`config.mk`:
```
export PLATFORM = sky130hd
export DESIGN_NAME = seg7_scan_ctrl
export DESIGN_NICKNAME = d
export VERILOG_FILES = /design/src/rtl/seg7_scan_ctrl.sv
export SDC_FILE = /design/constraint.sdc
export NUM_CORES = 1
export LEC_CHECK = 0
export BUFFER_PORTS_ARGS = -buffer_cell sky130_fd_sc_hd__buf_2
export CORE_AREA = 2 2 124 126
export CTS_CLUSTER_SIZE = 40
export DETAILED_ROUTE_END_ITERATION = 16
export DIE_AREA = 0 0 126 128
export HOLD_SLACK_MARGIN = 0.03
export PLACE_DENSITY = 0.72
export SYNTH_ARGS = -nofsm -noshare
export SYNTH_HDL_FRONTEND = slang
export SYNTH_SLANG_ARGS = --single-unit
```
`constraint.sdc`:
```
create_clock -name CLK100MHZ -period 2.2 [get_ports CLK100MHZ]
set_input_delay 0.22 -clock CLK100MHZ [delete_from_list [all_inputs] [get_ports CLK100MHZ]]
set_output_delay 0.22 -clock CLK100MHZ [all_outputs]
set_load 0.05 [all_outputs]
```
`src/rtl/seg7_scan_ctrl.sv`:
```
// seg7_scan_ctrl: multiplexed 7-seg scanner with PWM, LZ suppression, shadow load; SEG7_BLINK_EN adds per-digit blink
module seg7_scan_ctrl #(
  parameter int NUM_DIGITS = 8,
  parameter int SCAN_DIV   = 100000,
`ifdef SEG7_BLINK_EN
  parameter int BLINK_DIV  = 50000000,
`endif
  parameter int BRIGHT_W   = 4
) (
  input  logic                    CLK100MHZ,
  input  logic                    CPU_RESETN,
  input  logic [4*NUM_DIGITS-1:0] number,
  input  logic [NUM_DIGITS-1:0]   dp_mask,
  input  logic [NUM_DIGITS-1:0]   blank_mask,
  input  logic                    lz_suppress,
  input  logic [BRIGHT_W-1:0]     brightness,
  input  logic                    load,
`ifdef SEG7_BLINK_EN
  input  logic [NUM_DIGITS-1:0]   blink_mask,
`endif
  output logic [NUM_DIGITS-1:0]   AN,
  output logic [7:0]              SEG,
  output logic                    frame_done
);
  localparam int SW  = $clog2(SCAN_DIV);
  localparam int SUB = SCAN_DIV >> BRIGHT_W;
  localparam int BW  = $clog2(SUB);
  localparam int DW  = NUM_DIGITS > 1 ? $clog2(NUM_DIGITS) : 1;
`ifdef SEG7_BLINK_EN
  localparam int PW  = 7*NUM_DIGITS + 1;
`else
  localparam int PW  = 6*NUM_DIGITS + 1;
`endif
  localparam logic [6:0] GLYPH [16] = '{7'h3F, 7'h06, 7'h5B, 7'h4F, 7'h66, 7'h6D, 7'h7D, 7'h07,
                                        7'h7F, 7'h6F, 7'h77, 7'h7C, 7'h39, 7'h5E, 7'h79, 7'h71};
  logic [SW-1:0]         slot_q, slot_d;
  logic [BW-1:0]         sub_q, sub_d;
  logic [BRIGHT_W-1:0]   phase_q, phase_d;
  logic [DW-1:0]         digit_q, digit_d;
  logic [PW-1:0]         pend_q, pend_d, act_q, act_d, in_w;
  logic                  pend_valid_q, pend_valid_d;
  logic [NUM_DIGITS-1:0] an_q, an_d, dp_a, blank_a;
  logic [7:0]            seg_q, seg_d;
  logic                  frame_q, slot_end, boundary, en, sup, dark;
  logic [NUM_DIGITS:0]   zf;
  logic [3:0]            nib;
  // shadow word layout, LSB first: number, dp_mask, blank_mask, lz_suppress[, blink_mask]
`ifdef SEG7_BLINK_EN
  logic [$clog2(BLINK_DIV)-1:0] blink_cnt_q;
  logic                         blink_q, blink_wrap;
  assign in_w       = {blink_mask, lz_suppress, blank_mask, dp_mask, number};
  assign blink_wrap = blink_cnt_q == $clog2(BLINK_DIV)'(BLINK_DIV-1);
  assign dark       = blank_a[digit_q] | (blink_q & act_q[6*NUM_DIGITS+1+digit_q]);
  always_ff @(posedge CLK100MHZ or negedge CPU_RESETN)
    if (!CPU_RESETN) begin
      blink_cnt_q <= '0;
      blink_q     <= 1'b0;
    end else begin
      blink_cnt_q <= blink_wrap ? '0 : blink_cnt_q + 1'b1;
      blink_q     <= blink_q ^ blink_wrap;
    end
`else
  assign in_w = {lz_suppress, blank_mask, dp_mask, number};
  assign dark = blank_a[digit_q];
`endif
  assign dp_a    = act_q[5*NUM_DIGITS-1:4*NUM_DIGITS];
  assign blank_a = act_q[6*NUM_DIGITS-1:5*NUM_DIGITS];
  always_comb begin
    slot_end     = slot_q == SW'(SCAN_DIV-1);
    boundary     = slot_end && digit_q == DW'(NUM_DIGITS-1);
    slot_d       = slot_end ? '0 : slot_q + 1'b1;
    sub_d        = (slot_end || sub_q == BW'(SUB-1)) ? '0 : sub_q + 1'b1;
    phase_d      = slot_end ? '0 : phase_q + BRIGHT_W'(sub_q == BW'(SUB-1));
    digit_d      = !slot_end ? digit_q : boundary ? '0 : digit_q + 1'b1;
    pend_d       = load ? in_w : pend_q;
    pend_valid_d = load || (pend_valid_q && !boundary);
    act_d        = (boundary && pend_valid_q) ? pend_q : act_q;
  end
  // zf[k]: every nibble from k upward is zero
  always_comb begin
    zf = '0;
    zf[NUM_DIGITS] = 1'b1;
    for (int k = NUM_DIGITS-1; k >= 0; k--) zf[k] = zf[k+1] & ~|act_q[4*k +: 4];
    nib   = act_q[{digit_q, 2'b00} +: 4];
    sup   = act_q[6*NUM_DIGITS] && digit_q != '0 && zf[digit_q];
    en    = (phase_q < brightness || &brightness) && slot_q != '0 && !dark;
    an_d  = en ? ~(NUM_DIGITS'(1) << digit_q) : '1;
    seg_d = en ? {~dp_a[digit_q], sup ? 7'h7F : ~GLYPH[nib]} : 8'hFF;
  end
  always_ff @(posedge CLK100MHZ or negedge CPU_RESETN)
    if (!CPU_RESETN) begin
      slot_q       <= '0;
      sub_q        <= '0;
      phase_q      <= '0;
      digit_q      <= '0;
      pend_q       <= '0;
      pend_valid_q <= 1'b0;
      act_q        <= '0;
      an_q         <= '1;
      seg_q        <= 8'hFF;
      frame_q      <= 1'b0;
    end else begin
      slot_q       <= slot_d;
      sub_q        <= sub_d;
      phase_q      <= phase_d;
      digit_q      <= digit_d;
      pend_q       <= pend_d;
      pend_valid_q <= pend_valid_d;
      act_q        <= act_d;
      an_q         <= an_d;
      seg_q        <= seg_d;
      frame_q      <= boundary;
    end
  assign AN         = an_q;
  assign SEG        = seg_q;
  assign frame_done = frame_q;
endmodule

```
==> results.md, run 1 <==
* Status: finished with violations
* Failing checks: setup timing
* Nets at 745
* Crit. End Element: flip-flop
* Sequential Power Share at 48.9%
* Tmin final at 2.35 ns
* Startpoint Class: flip-flop
* Largest net degree at the start of global routing at 65
* First-pass DRT Iterations at 6
* Max-slew headroom at 62.6%
* Area grow syn2layout at 27.2%
* Register area at 0.00385 mm2
* CP Max Fanout at 2
* Fillers at 1,171
* Gate power share at 5.4%
* Syn_nets at 596
* Least-Margin Pin Slew at 0.562 ns
* Initial antenna violation count at 0
* Switch Pwr at 0.00130 W
* Die footprint at 0.0161 mm2
* WL per Instance at 16.2 um
* Starting Density at 46.0%
* Multi-input logic area at 0.00287 mm2
* Clock share of power at 45.7%
* Htree depth at 4
* Cells after Synth at 520
* DR vias/cell at 5.25
* Clock Tree Buf Depth at 2
* ANT nets after route at 0
* Port Buffers at 72
* Final-report hold violation count at 0
* Net Sw Frac at 21.5%
* Placed inst area at 0.00759 mm2
* CTS tree: done
* Final Skew at 0.00690 ns
* Core area at 0.0149 mm2
* DIE WIDTH at 126 um
* Syn Area/Cell at 13.2 um2
* HPWL after DPL at 9600 um
* Area leader, netlist: dfrtp_1
* Die Ht at 128 um
* Hold WC Path Type: input port to flip-flop
* CTS Buf Count at 17
* Mapped Area at 0.00684 mm2
* Critical Path RT at 2.51 ns
* Iteration-0 DRC count of the detailed router at 228
* Fin crit share at 107%
* Vias in the first global route at 4,775
* Kind of critical path: flip-flop to flip-flop
* GR Overflow Total at 0
* Worst skew pair latency at 0.42 ns
* Yosys cell types at 47
* Rows at 45
* Io pins at 73
* Synth top area cells: dfrtp_1 (50%), mux2_2 (14%), dfstp_2 (6.1%), ha_1 (3.7%), mux4_2 (3.3%)
* Diodes inserted at 0
* CTS root buf: clkbuf_16
* Async SR Flop Fraction at 100%
* Max frequency at 0.426 GHz
* Worst ir drop on vdd at 0.535 mV
* Final setup viols at 3
* Final total power at 0.00606 W
* Pins over their slew limit at 0
* Main flop type after synthesis: dfrtp_1
* Clock sinks at 153
* Final Cell Area at 0.00870 mm2
* Int Power at 0.00476 W
* First-pass GRT wire length at 23,800 um
* RD Place Congestion at 0.851
* Share of layout cells above drive strength 1 at 40.0%
* Setup ws final at -0.145 ns
* Sequential area share after synthesis at 56.2%
* Ys Warns at 0
* RSZ-0062 raised after global routing: yes
* Clock-pin slew on the worst setup and hold paths at 0.06 ns
* Total Wirelength at 14,100 um
* P per Cell Area at 697 mW/mm2
* Vias after detailed routing at 4,565
* WHS at 0.0471 ns
* Synth Register Bits at 153
* Residual DRC count at 0
* Yosys top cell area share at 50.1%
* Total global-route track usage at 18.8%
* Number of enable flip-flop cells after synthesis at 0
* Crit path DAT at 2.65 ns
* Core Util, Final at 58.6%
* Leak Pwr at 4.05 nW
* Number of max-cap violations at 0
## power groups by stage
stage	clock network, W	registers (W)	logic [W]
2_1_floorplan	0	0.00300	0.000120
3_3_place_gp	0	0.00301	0.000254
6_report	0.00277	0.00297	0.000325
5_1_grt	0.00297	0.00298	0.000361
4_1_cts	0.00282	0.00297	0.000329
3_5_place_dp	0	0.00302	0.000267
## per-layer routing
metal | wire [um] | GRT usage [%] | up-vias
li1 | - | - | 2144
met1 | 6210 | 24.6 | 2279
met2 | 6900 | 30.6 | 120
met3 | 714 | 5.05 | 22
met4 | 251 | 6.21 | 0
met5 | 0 | 0 | -
## cells by family after synthesis
kind of cell / after synthesis / share of synthesized area [%]
xor gates and xnor gates: 25 / 3.20
muxes: 117 / 21.3
adders and majority gates: 20 / 3.66
and+or+nand+nor: 136 / 10.0
buffers and inverters: 38 / 2.50
AOI/OAI and AO/OA: 31 / 3.07
DFF: 153 / 56.2
## final cells by class
class	count	area share [%]
flip-flops and latches	153	44.2
multi-input cells	329	33.0
repair buffers	149	12.8
clock buffers	21	5.06
well taps	188	2.70
clock inverters	11	1.44
inverters	19	0.819
## worst paths after layout
path	start	to	slack [ns]	cells after the start
setup reg to reg	sub_q[9]	phase_q[1]	-0.15	6
max in group asynchronous	CPU_RESETN	SEG[7]	1.10	3
min in group asynchronous	CPU_RESETN	sub_q[4]	0.27	2
hold / removal	number[9]	pend_q[9]	0.05	2
hold reg to reg	slot_q[0]	slot_q[0]	0.50	1
setup / recovery	sub_q[9]	phase_q[1]	-0.15	6
## critical path, stage by stage, from the launching register on
cell and delay (ns):
dfrtp_1 0.38, or4b_1 0.51, or4_1 0.49, nor4_2 0.22, ha_2 0.29, ha_4 0.21, nor2b_1 0.12
## sequential cells by signal, indices dropped and copies added, names as in the netlist
| name | cells |
|---|---|
| AN | 8 |
| SEG | 8 |
| act_q | 49 |
| digit_q | 3 |
| frame_done | 1 |
| pend_q | 49 |
| pend_valid_q | 1 |
| phase_q | 4 |
| slot_q | 17 |
| sub_q | 13 |
## synthesized netlist by cell type (10+ instances only)
| library cell | n |
|---|---|
| nand3_1 | 21 |
| nor2_1 | 33 |
| mux2_2 | 88 |
| clkbuf_1 | 11 |
| xor2_1 | 11 |
| nand2_1 | 34 |
| dfrtp_1 | 137 |
| xnor2_1 | 14 |
| dfstp_2 | 16 |
| inv_1 | 18 |
| mux4_2 | 10 |
| ha_1 | 20 |
| mux2_4 | 10 |
## cell usage in the layout, fill, tap and decap left out, types with 3 or more instances in the layout
| master | instances |
|---|---|
| dfrtp_1 | 136 |
| mux2_2 | 88 |
| buf_2 | 71 |
| dlygate4sd3_1 | 46 |
| nand2_1 | 34 |
| nor2_1 | 33 |
| buf_4 | 27 |
| nand3_1 | 20 |
| inv_1 | 17 |
| ha_1 | 17 |
| clkbuf_16 | 17 |
| dfstp_2 | 16 |
| xnor2_1 | 13 |
| xor2_1 | 11 |
| mux4_2 | 10 |
| mux2_4 | 10 |
| mux2i_1 | 8 |
| o21ai_0 | 7 |
| nor3_1 | 7 |
| nor4_1 | 6 |
| a21oi_1 | 6 |
| nand4_1 | 5 |
| clkinvlp_4 | 5 |
| nor2b_1 | 4 |
| o211ai_1 | 4 |
| or3_1 | 4 |
| clkbuf_1 | 4 |
| buf_12 | 4 |
| or4_1 | 3 |
| and2_1 | 3 |
| and3_1 | 3 |
| or2_2 | 3 |
## metrics by stage
step                      worst slack, ns  std cells  TNS [ns]
after detailed placement          -0.0815        787    -0.197
after CTS                         -0.0826        866    -0.222
after global routing               -0.194        870    -0.888
after global placement            -0.0262        787   -0.0406
after floorplan                   0.00218        520         0
final                              -0.145        870    -0.397
## repair_timing
| action | 4_1_cts | 5_1_grt |
|---|---|---|
| hold buffers | 46 | 0 |
| buffers inserted | 1 | 4 |
| hold endpoints to repair | 84 | 0 |
| gates resized for setup | 4 | 9 |
| setup endpoints to repair | 4 | 75 |
| pin swaps | 2 | 1 |
No activity file was read; power rests on OpenSTA's default activity.
==> run 2: changes to the inputs <==
CTS_BUF_LIST = sky130_fd_sc_hd__clkbuf_8   (was default)
==> results.md, run 2 (synthesis gave the netlist of run 1 again) <==
* Initial antenna violation count at 0
* Reg2Reg Capture Point: phase_q[1]
* Clock-pin slew on the worst setup and hold paths at 0.08 ns
* Placed inst area at 0.00759 mm2
* Flop2flop setup slack at -0.09 ns
* Crit. End Element: flip-flop
* R2r startpoint: sub_q[9]
* Setup ws final at -0.0921 ns
* Die footprint at 0.0161 mm2
* Port Buffers at 72
* Tmin final at 2.29 ns
* Diodes inserted at 0
* Hold WC Path Type: input port to asynchronous set/reset pin
* Area grow syn2layout at 25.3%
* Regs by FF count: act_q x49, pend_q x49, slot_q x17
* RD Place Congestion at 0.851
* Leak Pwr at 4.01 nW
* Fin crit share at 104%
* First-pass DRT Iterations at 4
* ANT nets after route at 0
* Reg2reg path depth at 6
* Worst Setup Slack post-DPL at -0.0815 ns
* Iteration-0 DRC count of the detailed router at 256
* Worst skew pair latency at 0.45 ns
* Nets at 750
* Critical Path RT at 2.54 ns
* Startpoint Class: flip-flop
* CTS root buf: clkbuf_8
* Max-slew headroom at 61.8%
* Total global-route track usage at 18.3%
* Clock Tree Buf Depth at 2
* RSZ-0062 raised after global routing: yes
* Vias in the first global route at 4,782
* First-pass GRT wire length at 23,500 um
* P per Cell Area at 618 mW/mm2
* CTS Buf Count at 17
* Fillers at 1,198
* Residual DRC count at 0
* Starting Density at 46.0%
* Pins over their slew limit at 0
* Kind of critical path: flip-flop to flip-flop
* Worst ir drop on vdd at 0.429 mV
* DIE WIDTH at 126 um
* CTS tree: done
* Core area at 0.0149 mm2
* WL per Instance at 15.7 um
* Crit path DAT at 2.63 ns
* Setup crit end: phase_q[1]
* HPWL after DPL at 9600 um
* Final Skew at 0.00833 ns
* Htree depth at 4
* Number of max-cap violations at 0
* Io pins at 73
* Rows at 45
* Final setup viols at 3
* CP Max Fanout at 2
* Largest net degree at the start of global routing at 65
* Failing checks: setup timing
* Commonest non-fill, non-tap cell in the layout: dfrtp_1
* GR Overflow Total at 0
* Least-Margin Pin Slew at 0.572 ns
* Status: finished with violations
* Most frequent cells in the layout: dfrtp_1 (136), mux2_2 (88), buf_2 (71), dlygate4sd3_1 (50), nand2_1 (34)
* Vias after detailed routing at 4,586
* DR vias/cell at 5.24
* Final-report hold violation count at 0
* DP Cell Count at 787
* Total Wirelength at 13,800 um
* Max frequency at 0.436 GHz
* Setup crit start: sub_q[9]
* Final total power at 0.00530 W
* Final Cell Area at 0.00857 mm2
* Non-Filler Instances at 875
* Share of layout cells above drive strength 1 at 40.0%
* Die Ht at 128 um
* Clock sinks at 153
run 2: timing repair:
action                                  4_1_cts  5_1_grt
resized for setup                             5       10
setup buffers                                 1        5
endpoints found under the hold margin        88        0
hold buffers                                 50        0
pin swaps                                     2        2
endpoints found under the setup margin        4       75
run 2: metal layers:
layer	global-route usage, %	wire (um)
met5	0	0
met2	29.5	6630
met4	7.50	313
met1	24.2	6150
met3	4.22	670
run 2: metrics by stage:
| stage | TNS (ns) | hold slack, ns | util [%] |
|---|---|---|---|
| floorplan | 0 | -0.0756 | - |
| global placement | -0.0406 | 0.153 | 51.1 |
| detailed placement | -0.197 | 0.158 | 51.1 |
| CTS | -0.221 | 0.240 | 57.2 |
| global route | -0.663 | 0.266 | 57.7 |
| finish | -0.224 | 0.241 | 57.7 |
run 2: worst max-delay path, stage by stage, from the launching register on:
cell and delay [ns]:
dfrtp_1 0.39, or4b_1 0.51, or4_1 0.49, nor4_2 0.21
ha_2 0.27, ha_4 0.20, nor2b_1 0.12
run 2: layout make-up:
type,count,area [um2],share of cell area [%]
multi-input cells,329,2880,33.6
clock inverters,15,140,1.64
well taps,188,235,2.74
flip-flops and latches,153,3850,44.9
inverters,19,71.3,0.832
clock buffers,17,234,2.73
repair buffers,154,1160,13.5
run 2: how the worst min path moves through the flow:
| stage | from | endpoint | slack (ns) |
|---|---|---|---|
| 2_1_floorplan | CPU_RESETN | act_q[0] | -0.08 |
| 3_3_place_gp | CPU_RESETN | sub_q[4] | 0.15 |
| 3_5_place_dp | CPU_RESETN | sub_q[4] | 0.16 |
| 4_1_cts | CPU_RESETN | sub_q[4] | 0.24 |
| 5_1_grt | CPU_RESETN | sub_q[4] | 0.27 |
| 6_report | CPU_RESETN | sub_q[4] | 0.24 |
run 2: power by group:
group	internal, W	switching, W	total [W]
Combinational	0.000191	0.000139	0.000330
Sequential	0.00291	0.0000551	0.00296
Clock	0.000986	0.00102	0.00200
